`src/rtl/color_detector.sv`:
```
// color_detector
// Watches the pixel stream read back from the frame buffer and counts strongly
// red and strongly blue pixels inside the active image. At each frame end it
// publishes the two totals and a colour decision. RESULT[2] is set when the
// colour decided for this frame matches the colour decided for the last one.
module color_detector #(
  parameter int SCREEN_WIDTH  = 176,
  parameter int SCREEN_HEIGHT = 144,
  parameter int MIN_COUNT     = 2000
) (
  input  logic        CLK,
  input  logic        RESET,
  input  logic [7:0]  PIXEL_IN,
  input  logic [9:0]  VGA_PIXEL_X,
  input  logic [9:0]  VGA_PIXEL_Y,
  input  logic        VGA_VSYNC_NEG,
  output logic [8:0]  RESULT,
  output logic [14:0] RED_COUNT,
  output logic [14:0] BLUE_COUNT,
  output logic        FRAME_DONE
);

  // Sized copies of the parameters. Comparisons then happen at a known width.
  localparam logic [10:0] WIDTH_LIM  = 11'(SCREEN_WIDTH);
  localparam logic [10:0] HEIGHT_LIM = 11'(SCREEN_HEIGHT);
  localparam logic [14:0] MIN_CNT    = 15'(MIN_COUNT);
  localparam logic [14:0] ACC_MAX    = 15'h7FFF;

  localparam logic [1:0] COLOR_NONE = 2'b00;
  localparam logic [1:0] COLOR_RED  = 2'b01;
  localparam logic [1:0] COLOR_BLUE = 2'b10;

  typedef enum logic [1:0] {
    WAIT_FRAME,
    ACCUM,
    DECIDE
  } state_t;

  state_t      state;

  logic [9:0]  x_d;
  logic [9:0]  y_d;

  logic        vsync_q;
  logic        vsync_prev;
  logic        frame_end;

  logic [2:0]  pix_r;
  logic [2:0]  pix_g;
  logic [1:0]  pix_b;
  logic        in_area;
  logic        is_red;
  logic        is_blue;

  logic [14:0] red_acc;
  logic [14:0] blue_acc;

  logic [1:0]  new_color;
  logic        new_stable;

  logic [1:0]  color_q;
  logic        stable_q;
  logic [1:0]  prev_color;

  // The RAM returns the pixel one cycle after its address, so delay the scan coordinates by one cycle to line them up.
  always_ff @(posedge CLK or posedge RESET) begin
    if (RESET) begin
      x_d <= '0;
      y_d <= '0;
    end else begin
      x_d <= VGA_PIXEL_X;
      y_d <= VGA_PIXEL_Y;
    end
  end

  // Two-stage vsync sampling. The falling edge is seen one cycle after the first low sample, which places the decision on the second edge.
  always_ff @(posedge CLK or posedge RESET) begin
    if (RESET) begin
      vsync_q    <= 1'b1;
      vsync_prev <= 1'b1;
    end else begin
      vsync_q    <= VGA_VSYNC_NEG;
      vsync_prev <= vsync_q;
    end
  end

  assign frame_end = vsync_prev & ~vsync_q;

  // Classify the pixel now on the bus, using its delayed coordinates. The red rule needs R >= 4 and the blue rule needs R <= 2, so no pixel matches both.
  always_comb begin
    pix_r   = PIXEL_IN[7:5];
    pix_g   = PIXEL_IN[4:2];
    pix_b   = PIXEL_IN[1:0];
    in_area = ({1'b0, x_d} < WIDTH_LIM) && ({1'b0, y_d} < HEIGHT_LIM);
    is_red  = in_area && (pix_r >= 3'd4) && (pix_g <= 3'd2) && (pix_b <= 2'd1);
    is_blue = in_area && (pix_b >= 2'd2) && (pix_r <= 3'd2) && (pix_g <= 3'd3);
  end

  // Decide the frame colour from the accumulators. A tie gives no colour, even when both counts are large.
  always_comb begin
    new_color = COLOR_NONE;
    if ((red_acc > blue_acc) && (red_acc >= MIN_CNT)) begin
      new_color = COLOR_RED;
    end else if ((blue_acc > red_acc) && (blue_acc >= MIN_CNT)) begin
      new_color = COLOR_BLUE;
    end
    new_stable = (new_color != COLOR_NONE) && (new_color == prev_color);
  end

  // Frame FSM. It owns the accumulators and all registered outputs. Nothing is published until one full frame has been seen.
  always_ff @(posedge CLK or posedge RESET) begin
    if (RESET) begin
      state      <= WAIT_FRAME;
      red_acc    <= '0;
      blue_acc   <= '0;
      RED_COUNT  <= '0;
      BLUE_COUNT <= '0;
      color_q    <= COLOR_NONE;
      stable_q   <= 1'b0;
      prev_color <= COLOR_NONE;
      FRAME_DONE <= 1'b0;
    end else begin
      FRAME_DONE <= 1'b0;
      case (state)
        WAIT_FRAME: begin
          red_acc  <= '0;
          blue_acc <= '0;
          if (frame_end) begin
            state <= ACCUM;
          end
        end
        ACCUM: begin
          if (is_red && (red_acc != ACC_MAX)) begin
            red_acc <= red_acc + 15'd1;
          end
          if (is_blue && (blue_acc != ACC_MAX)) begin
            blue_acc <= blue_acc + 15'd1;
          end
          if (frame_end) begin
            state <= DECIDE;
          end
        end
        DECIDE: begin
          RED_COUNT  <= red_acc;
          BLUE_COUNT <= blue_acc;
          color_q    <= new_color;
          stable_q   <= new_stable;
          prev_color <= new_color;
          FRAME_DONE <= 1'b1;
          red_acc    <= '0;
          blue_acc   <= '0;
          state      <= ACCUM;
        end
        default: begin
          state    <= WAIT_FRAME;
          red_acc  <= '0;
          blue_acc <= '0;
        end
      endcase
    end
  end

  assign RESULT = {6'b000000, stable_q, color_q};

endmodule

```
`config.mk`:
```
export PLATFORM = sky130hd
export DESIGN_NAME = color_detector
export DESIGN_NICKNAME = d
export VERILOG_FILES = /design/src/rtl/color_detector.sv
export SDC_FILE = /design/constraint.sdc
export NUM_CORES = 1
export LEC_CHECK = 0
export ABC_AREA = 1
export CAP_MARGIN = 20
export CORE_UTILIZATION = 53
export DETAILED_ROUTE_END_ITERATION = 6
export PLACE_DENSITY = 0.83
export SYNTH_ARGS = -nofsm -noshare
export SYNTH_HDL_FRONTEND = slang
export SYNTH_SLANG_ARGS = --single-unit
```
`constraint.sdc`:
```
create_clock -name CLK -period 4.52 [get_ports CLK]
set_input_delay 1.13 -clock CLK [delete_from_list [all_inputs] [get_ports CLK]]
set_output_delay 1.13 -clock CLK [all_outputs]
set_load 0.01 [all_outputs]
```
== Yosys cells after proc, flatten, opt, wreduce, memory -nomap -nowiden ==
Cells that the tools add are included.

* $add $sub $neg: 2
* $lt $le $gt $ge: 12
* Equal/unequal tests: 9
* Muxes and demuxes: 10
* Bitwise logic cells: 2
* Reduce and logical (&&, ||, !) cells: 15

{| class="wikitable"
|+ Operator list
! cell !! number
|-
| $mux W15 || 4
|-
| $add A15 B1 Y15 const B || 2
|-
| $ge A15 B11 Y1 const B || 2
|-
| $gt A15 B15 Y1 || 2
|-
| $ne A15 B15 Y1 const B || 2
|-
| $lt A10 B8 Y1 const B || 2
|-
| $logic_and A1 B1 Y1 || 12
|-
| $le A3 B2 Y1 const B || 3
|-
| $mux W2 || 4
|-
| $ne A2 B2 Y1 const B || 4
|-
| $pmux W2 S3 || 1
|-
| $ge A3 B3 Y1 const B || 1
|-
| $eq A2 B1 Y1 const B || 1
|-
| $eq A2 B2 Y1 || 1
|-
| $eq A2 B2 Y1 const B || 1
|-
| $ge A2 B2 Y1 const B || 1
|-
| $le A2 B1 Y1 const B || 1
|-
| $logic_not A2 Y1 || 1
|-
| $reduce_and A2 Y1 || 1
|-
| $reduce_bool A2 Y1 || 1
|-
| $and A1 B1 Y1 || 1
|-
| $mux W1 || 1
|-
| $not A1 Y1 || 1
|}

* Register bits after elaboration: 88

== Depth between registers and ports, before layout ==
Gate-level depths: netlist of the first run.

* Word-level depth: 8
* Gate-level depth with buffers: 12

== Worst setup path before layout of the first run ==
Ideal clock, no wire load.

* Path kind: in2reg
* From: input PIXEL_IN[5]
* To: register blue_acc[3]
* Library setup time: 0.117 ns
* Data arrival time: 1.898 ns
* Data required time: 4.403 ns
* Path slack: 2.506 ns
* Stages on the path: 8
* Buffers on the path: 0
* Cells stage by stage: a21oi_2 -> nand3_1 -> nor2_4 -> nand2_4 -> inv_2 -> nand2_1 -> nor2_1 -> nor2_1

* Word-level cells in the longest chain between the ends: 5

{| class="wikitable"
|+ Ends and longest elaborated chain
! element !! line !! RTL
|-
| start, declared || 13 || <nowiki>input logic [7:0] PIXEL_IN,</nowiki>
|-
| $le A3 B2 Y1 || 96 || <nowiki>is_blue = in_area && (pix_b >= 2'd2) && (pix_r <= 3'd2) && (pix_g <= 3'd3);</nowiki>
|-
| $logic_and A1 B1 Y1 (2 in series) || 96 ||
|-
| $logic_and A1 B1 Y1 || 136 || <nowiki>if (is_blue && (blue_acc != ACC_MAX)) begin</nowiki>
|-
| $ne A2 B2 Y1 (no source line) || - ||
|-
| end signal, assigned || 137 || <nowiki>blue_acc <= blue_acc + 15'd1;</nowiki>
|-
| end, declared || 56 || <nowiki>logic [14:0] blue_acc;</nowiki>
|}

No other way between the ends.
A chain may end at the register's enable or synchronous reset.

==> run_results.csv, run 1 <==
group,metric,value,unit
grt,antenna_found_initial,0,
critical_path,crit_fanout,4,
drt,firstDrtPassIters,5,
clock_tree,cts_hold_buf,0,
placement,dpl-instance-area,4778,um2
critical_path,cpMaxStageDelayCell,"clkdlybuf4s50_1",
sta,fin_skew,0.007929,ns
drt,wire_per_inst,14.21,um
clock_tree,path_clk_slew,0.08,ns
yosys,ys.warnings.count,0,
grt,grt_overflow,0,
clock_tree,cts_inserted_buffers,9,
clock_tree,cts_tree,"built",
floorplan,fp.coreArea,7408,um2
clock_tree,cts_setup_buffers,0,
sta,fin_setup_tns,0,ns
power_and_ir_drop,ir_drop,253.7,uV
placement,place.gp.congestion,0.8907,
drt,drc,0,
yosys,ys_types,34,
placement,place_hpwl,6.928,mm
layout,seq_area,2004,um2
floorplan,die_y,90.61,um
run_status,status,"completed",
hold_path,hold_end,"vsync_prev",
power_and_ir_drop,leakagePower,2.323,nW
floorplan,rows,31,
yosys,synth_top_flop_cell,"dfrtp_1",
critical_path,crit_required,3.39,ns
critical_path,reg2reg_depth,6,
critical_path,cp_top_family,"buffers and inverters",
layout,layout_common_cells,"nand2_1 (119), dfrtp_1 (78), inv_1 (59), clkdlybuf4s50_1 (55), nor2_1 (53)",
critical_path,critPathKind,"reg2out",
sta,clock.fmax,410.2,MHz
critical_path,path_buf_inv,1,
hold_path,holdPathStages,0,
sta,relSlewSlack,49.49,%
yosys,ys_ff_latch,80,
floorplan,die_area,8210,um2
critical_path,path_cells,"clkdlybuf4s50_1",
layout,syn2layout_area_growth,20.35,%
layout,final_common_cell,"nand2_1",
layout,fin_area,5009,um2
layout,n_antenna_cell,0,
floorplan,pin_count,71,
sta,tightest_slew,0.7565,ns
clock_tree,cts_resized,0,
yosys,synthCells,499,
sta,setup_ws,2.082,ns
clock_tree,cts_num_sinks,80,
hold_path,hp-class,"reg2reg",
critical_path,r2r_end,"blue_acc[5]",
yosys,syn_area,4161,um2
clock_tree,cts-root-buf,"clkbuf_8",
sta,fin_crit_sh,53.93,%
yosys,synth_edf_count,0,
sta,setup_viol,0,
yosys,synthArstFlopShare,100.0,%
placement,place_ws,1.863,ns
sta,timing_hold_violations_final,0,
drt,ant_nets,0,
job,cap_violations,0,
drt,initialDrtViolationCount,255,
grt,grt_pass1_wl,15.94,mm
grt,grt_max_degree,60,
layout,multiInputGateArea,1848,um2
critical_path,rr_startpoint,"state[0]",
placement,io_buffers,55,
hold_path,holdCritStartpoint,"vsync_q",
critical_path,crit_path_end_kind,"output pin",
drt,vias_per_cell,5.295,
clock_tree,h-tree-depth,3,
layout,layout-drive-gt1-share,9.091,%
drt,routed-via-count,3495,
layout,nets,606,
power_and_ir_drop,finalPower,1.572,mW
power_and_ir_drop,power_density,314.0,nW/um2
critical_path,startpoint_type,"flip-flop",
clock_tree,clock_path_buffers,2,
sta,rsz0062_at_grt,"no",
yosys,synth.avg_cell_area,8.340,um2
floorplan,die_x,90.61,um
critical_path,critical_path.max_stage_delay,0.55,ns
sta,maxSlewViolCount,0,
grt,grt_pass1_vias,3324,
clock_tree,worstSkewPairLatency,0.36,ns
drt,routed_wl,9.380,mm
critical_path,regToRegSetupSlack,2.58,ns
layout,n_fill_cell,600,
grt,track_usage,24.93,%
floorplan,start_util,56.17,%
critical_path,arrival,1.31,ns
sta,min_period,2.438,ns
yosys,seq_area_frac_synth,48.17,%
final cells by class:
cell class,count,share of cell area [%]
clock buffers,10,2.748
clock inverters,6,1.849
inverters,63,4.721
multi-input cells,345,36.90
flip-flops and latches,80,40.02
well taps,99,2.473
repair buffers,57,11.29
Yosys cell counts (5+ instances only):
cell     count  area, um2
nand2_1    119      446.7
dfrtp_1     78       1952
ha_1        19      237.7
o21ai_0     33      165.2
inv_1       60      225.2
xor2_1       5      43.79
nor2_1      53      198.9
nand3_1     30      150.1
nor3_1       9      45.04
a21oi_1     19      95.09
nand4_1     11      68.82
nor2_4       7      78.83
o21ai_1      9      45.04
buf_4        7      52.55
per-stage QoR:
step	hold WS [ns]	instances	util [%]
2_1_floorplan	0.3540	504	-
3_3_place_gp	0.3568	644	64.50
3_5_place_dp	0.3574	644	64.50
4_1_cts	0.3702	660	67.61
5_1_grt	0.3780	660	67.61
6_report	0.3686	660	67.61
registers in the layout, indices dropped and copies added, names as in the netlist:
| register | flops |
|---|---|
| BLUE_COUNT | 15 |
| FRAME_DONE | 1 |
| RED_COUNT | 15 |
| blue_acc | 15 |
| prev_color | 2 |
| red_acc | 15 |
| stable_q | 1 |
| state | 2 |
| vsync_prev | 1 |
| vsync_q | 1 |
| x_d | 6 |
| y_d | 6 |
worst max-delay path by stage:
| stage | from | endpoint | cells after the start |
|---|---|---|---|
| after floorplan | RESET | BLUE_COUNT[0] | 1 |
| after global placement | PIXEL_IN[5] | blue_acc[9] | 10 |
| after detailed placement | PIXEL_IN[7] | red_acc[9] | 7 |
| after CTS | BLUE_COUNT[2] | BLUE_COUNT[2] | 1 |
| after global routing | PIXEL_IN[1] | red_acc[6] | 7 |
| final | prev_color[0] | RESULT[0] | 1 |
metal layers:
metal | track usage [%] | up-vias | part of all wire (%)
li1 | - | 1702 | -
met1 | 32.59 | 1641 | 42
met2 | 41.22 | 135 | 49
met3 | 3.872 | 17 | 6.6
met4 | 10.62 | 0 | 2.1
met5 | 0 | - | 0
kinds of logic after synthesis:
logic type                 Yosys count  synth area share (%)
AOI/OAI and AO/OA                   66                 8.509
xor gates and xnor gates             5                 1.052
adders and majority gates           19                 5.713
buffers and inverters               79                 7.877
DFF                                 80                 48.17
other                                1               0.09011
and+or+nand+nor                    249                 28.59
power breakdown:
group,internal (mW),switching (mW)
clock network,0.328,0.274
registers,0.739,0.0180
logic,0.0671,0.147
total,1.13,0.439
Power figures use the tool's default switching activity.
==> run 2, diff against run 1 <==
--- a/config.mk
+++ b/config.mk
@@ -7,9 +7,9 @@
 export LEC_CHECK = 0
 export ABC_AREA = 1
 export CAP_MARGIN = 20
-export CORE_UTILIZATION = 53
+export CORE_UTILIZATION = 48
 export DETAILED_ROUTE_END_ITERATION = 6
-export PLACE_DENSITY = 0.83
+export PLACE_DENSITY = 0.79
 export SYNTH_ARGS = -nofsm -noshare
 export SYNTH_HDL_FRONTEND = slang
 export SYNTH_SLANG_ARGS = --single-unit
==> constraint.sdc (replaced) <==
create_clock -name CLK -period 2 [get_ports CLK]
set_input_delay 0.5 -clock CLK [delete_from_list [all_inputs] [get_ports CLK]]
set_output_delay 0.5 -clock CLK [all_outputs]
set_load 0.01 [all_outputs]
==> run 2 against run 1 <==
Clock skew about the same. Hold slack better by 0.0051 ns. Critical path type unchanged. Sequential cell count is the same. Design area is 1.7% higher. Largest cell class unchanged.
==> run_results.csv, run 2 (same netlist as run 1, synthesis figures left out) <==
group,metric,value,unit
layout,n_antenna_cell,0,
critical_path,cp_top_family,"buffers and inverters",
clock_tree,cts_setup_buffers,0,
drt,routed-via-count,3474,
power_and_ir_drop,p_seq_share,48.3,%
drt,wl_met1,4.058,mm
sta,fin_skew,0.007838,ns
drt,dr.max_layer_used,"met4",
placement,dpl-instance-area,4880,um2
floorplan,die_area,9046,um2
clock_tree,cts_resized,0,
drt,wire_per_inst,13.79,um
floorplan,die_x,95.11,um
placement,place_ws,-0.01692,ns
drt,ant_nets,0,
clock_tree,clock_path_buffers,2,
job,cap_violations,0,
layout,layout-drive-gt1-share,10.04,%
floorplan,fp.coreArea,8299,um2
sta,fin_crit_sh,90.29,%
sta,maxSlewViolCount,0,
floorplan,start_util,50.14,%
critical_path,critical_path.max_stage_delay,0.55,ns
sta,holdWs,0.3737,ns
run_status,status,"completed",
sta,timing_hold_violations_final,0,
layout,layout_common_cells,"nand2_1 (119), dfrtp_1 (78), inv_1 (59), clkdlybuf4s50_1 (55), nor2_1 (53)",
layout,n_fill_cell,727,
critical_path,path_cells,"clkdlybuf4s50_1",
sta,clock.fmax,553.8,MHz
critical_path,cpMaxStageDelayCell,"clkdlybuf4s50_1",
drt,drc,0,
drt,vias_per_cell,5.162,
placement,place.gp.congestion,0.9248,
drt,routed-wl-met3,520,um
power_and_ir_drop,power_frac_comb,14.9,%
clock_tree,cts_inserted_buffers,9,
grt,grt_pass1_vias,3344,
power_and_ir_drop,p_switching,0.9898,mW
clock_tree,cts-root-buf,"clkbuf_8",
grt,track_usage,22.79,%
critical_path,crit_fanout,4,
placement,place_hpwl,7.019,mm
clock_tree,cts_hold_buf,0,
clock_tree,path_clk_slew,0.08,ns
critical_path,critPathKind,"reg2out",
layout,syn2layout_area_growth,22.37,%
layout,utilization,61.36,%
floorplan,rows,33,
sta,relSlewSlack,61.77,%
floorplan,pin_count,71,
layout,fin_area,5092,um2
layout,final_common_cell,"nand2_1",
power_and_ir_drop,p_int,2.551,mW
drt,initialDrtViolationCount,192,
layout,nets,613,
critical_path,arrival,1.31,ns
power_and_ir_drop,leakagePower,2.360,nW
drt,wl_met2,4.521,mm
floorplan,die_y,95.11,um
critical_path,crit_required,1.50,ns
clock_tree,cts_num_sinks,80,
critical_path,path_buf_inv,1,
power_and_ir_drop,clkPwrFrac,36.8,%
grt,grt_pass1_wl,15.61,mm
clock_tree,cts_tree,"built",
power_and_ir_drop,finalPower,3.541,mW
power_and_ir_drop,power_density,695.3,nW/um2
critical_path,crit_path_end_kind,"output pin",
sta,tightest_slew,0.5729,ns
grt,grt_overflow,0,
critical_path,startpoint_type,"flip-flop",
power_and_ir_drop,ir_drop,336.2,uV
sta,min_period,1.806,ns
drt,routed_wl,9.284,mm
grt,grt_max_degree,39,
sta,rsz0062_at_grt,"no",
power_and_ir_drop,p_sw_share,27.95,%
clock_tree,h-tree-depth,3,
sta,setup_viol,0,
grt,antenna_found_initial,0,
clock_tree,worstSkewPairLatency,0.36,ns
hold_path,hp-class,"reg2reg",
drt,firstDrtPassIters,5,
placement,io_buffers,55,
sta,setup_ws,0.1941,ns
==> run 2: cell count changes in the layout (fill, tap and decap cells not counted), sizes merged <==
cell / previous run / this run
buf: 2 / 9
clkinvlp: 2 / 3
inv: 63 / 62
==> run 2: final timing paths <==
check / from / endpoint / slack, ns / cells after the start
min in group asynchronous: RESET / RED_COUNT[11] / 0.48 / 2
max in group asynchronous: RESET / vsync_q / 1.03 / 3
worst min register to register: vsync_q / vsync_prev / 0.37 / 0
worst max register to register: red_acc[14] / stable_q / 0.24 / 11
worst max-delay path: prev_color[0] / RESULT[0] / 0.19 / 1
worst min-delay path: vsync_q / vsync_prev / 0.37 / 0
==> run 2: power groups by stage <==
| stage | logic [mW] | registers (mW) | clock network (mW) |
|---|---|---|---|
| final | 0.529 | 1.71 | 1.30 |
| after global routing | 0.585 | 1.71 | 1.38 |
| after CTS | 0.532 | 1.71 | 1.33 |
| after detailed placement | 0.532 | 1.74 | 0 |
| after global placement | 0.520 | 1.74 | 0 |
| after floorplan | 0.345 | 1.74 | 0 |
==> run 2: layout make-up <==
class	count	area, um2	share of cell area [%]
inverter	63	240.2	4.717
clock buffer	10	127.6	2.506
multi-input combinational	345	1848	36.29
timing repair buffer	64	655.6	12.87
clock inverter	6	85.08	1.671
sequential	80	2004	39.36
tap	105	131.4	2.580
==> run 2: metal layers <==
metal	vias to the layer above	GRT usage (%)
li1	1716	-
met3	16	3.190
met4	0	11.36
met2	120	36.67
met1	1622	30.10
met5	-	0
==> run 2: metrics by stage <==
step                cells  setup TNS, ns
global route          673              0
floorplan             504              0
detailed placement    657       -0.02729
finish                673              0
CTS                   673              0
global placement      657              0
==> run 3, diff against run 2 <==
--- a/config.mk
+++ b/config.mk
@@ -7,9 +7,10 @@
 export LEC_CHECK = 0
 export ABC_AREA = 1
 export CAP_MARGIN = 20
-export CORE_UTILIZATION = 48
+export CORE_UTILIZATION = 50
+export CTS_BUF_LIST = sky130_fd_sc_hd__clkbuf_8
 export DETAILED_ROUTE_END_ITERATION = 6
-export PLACE_DENSITY = 0.79
+export PLACE_DENSITY = 0.82
 export SYNTH_ARGS = -nofsm -noshare
 export SYNTH_HDL_FRONTEND = slang
 export SYNTH_SLANG_ARGS = --single-unit
==> run 3 against run 2 <==
Clock-buffer cell count decreased by 1. Final cell count decreased by 0.15%. Utilization increased by 3.5 points. First-iteration DRC count increased by 4.7%. Critical endpoint unchanged.
==> run_results.csv, run 3 (same netlist as run 1, synthesis figures left out) <==
group,metric,value,unit
run_status,status,"completed",
critical_path,crit_fanout,4,
grt,met3_usage,3.089,%
clock_tree,cts_inserted_buffers,9,
layout,n_antenna_cell,0,
floorplan,start_util,52.76,%
floorplan,rows,32,
grt,gr-usage-met2,38.42,%
grt,grt_pass1_wl,15.41,mm
floorplan,fp.coreArea,7888,um2
drt,routed_wl,9.264,mm
power_and_ir_drop,power_density,715.1,nW/um2
grt,use_met1,30.14,%
placement,place_hpwl,6.983,mm
critical_path,startpoint,"prev_color[0]",
job,cap_violations,0,
critical_path,path_cells,"clkdlybuf4s50_1",
placement,place_ws,-0.03285,ns
floorplan,die_y,93.23,um
hold_path,holdCritStartpoint,"vsync_q",
layout,utilization,64.85,%
grt,grt_overflow,0,
drt,drc,0,
layout,syn2layout_area_growth,22.91,%
power_and_ir_drop,finalPower,3.658,mW
clock_tree,cts_setup_buffers,0,
layout,final_common_cell,"nand2_1",
sta,rsz0062_at_grt,"no",
grt,grt_pass1_vias,3292,
clock_tree,path_clk_slew,0.08,ns
drt,wire_per_inst,13.79,um
sta,tightest_slew,0.5488,ns
critical_path,cpMaxStageDelayCell,"clkdlybuf4s50_1",
drt,routed-via-count,3497,
layout,nets,615,
drt,initialDrtViolationCount,201,
critical_path,crit_required,1.50,ns
critical_path,cp_top_family,"buffers and inverters",
sta,min_period,1.809,ns
drt,ant_nets,0,
sta,fin_skew,0.01002,ns
clock_tree,cts_resized,0,
sta,fin_setup_tns,0,ns
clock_tree,worstSkewPairLatency,0.36,ns
hold_path,hp-class,"reg2reg",
critical_path,critPathKind,"reg2out",
drt,firstDrtPassIters,7,
clock_tree,cts_tree,"built",
power_and_ir_drop,ir_drop,564.0,uV
layout,layout_common_cells,"nand2_1 (119), dfrtp_1 (78), inv_1 (61), clkdlybuf4s50_1 (55), nor2_1 (53)",
grt,grt_max_degree,30,
sta,timing_hold_violations_final,0,
floorplan,pin_count,71,
drt,vias_per_cell,5.204,
placement,io_buffers,55,
clock_tree,clock_path_buffers,2,
clock_tree,cts_num_sinks,80,
clock_tree,cts-root-buf,"clkbuf_8",
placement,place.gp.congestion,0.8856,
sta,relSlewSlack,63.37,%
sta,setup_ws,0.1909,ns
clock_tree,cts_hold_buf,0,
sta,clock.fmax,552.8,MHz
layout,layout-drive-gt1-share,10.18,%
sta,maxSlewViolCount,0,
critical_path,rr_startpoint,"red_acc[0]",
critical_path,crit_path_end_kind,"output pin",
grt,busiest_layer,"met2",
critical_path,path_buf_inv,1,
critical_path,startpoint_type,"flip-flop",
floorplan,die_area,8692,um2
critical_path,arrival,1.31,ns
critical_path,critical_path.max_stage_delay,0.55,ns
sta,fin_crit_sh,90.45,%
sta,setup_viol,0,
floorplan,die_x,93.23,um
grt,track_usage,23.35,%
clock_tree,h-tree-depth,3,
grt,antenna_found_initial,0,
power_and_ir_drop,leakagePower,2.379,nW
run 3: cell count changes in the layout (fill, tap and decap cells not counted):
cell | before | now
buf_12 | 3 | 2
inv_1 | 59 | 61
bufinv_16 | 2 | 3
clkbuf_1 | 1 | 0
buf_4 | 6 | 9
clkinv_2 | 2 | 0
run 3: power breakdown:
part | total [mW] | switching (mW) | internal (mW)
Sequential | 1.71 | 0.0398 | 1.67
Combinational | 0.524 | 0.343 | 0.181
Clock | 1.42 | 0.605 | 0.820
run 3: final cells by class:
type	count	area [um2]
Multi-Input combinational cell	345	1848
Clock buffer	9	123.9
Fill cell	643	2773
Timing Repair Buffer	66	658.1
Tap cell	102	127.6
Inverter	63	240.2
Clock inverter	7	112.6
Sequential cell	80	2004
run 3: per-stage QoR:
| stage | cell area (um2) | hold WS, ns | cells |
|---|---|---|---|
| floorplan | 4184 | 0.3540 | 504 |
| detailed placement | 4878 | 0.3575 | 656 |
| finish | 5115 | 0.3705 | 672 |
| CTS | 5115 | 0.3701 | 672 |
| global route | 5115 | 0.3810 | 672 |
| global placement | 4878 | 0.3555 | 656 |
run 3: final timing paths:
check | endpoint | slack [ns] | cells past startpoint
min in group asynchronous | blue_acc[8] | 0.43 | 2
min reg2reg | vsync_prev | 0.37 | 0
max reg2reg | red_acc[14] | 0.22 | 10
max | RESULT[0] | 0.19 | 1
max in group asynchronous | vsync_prev | 1.08 | 3
min | vsync_prev | 0.37 | 0
run 3: per-layer routing:
metal | wire length (um) | share of wire (%)
met5 | 0 | 0
met2 | 4507 | 49
met3 | 389 | 4.2
met1 | 4071 | 44
met4 | 296 | 3.2
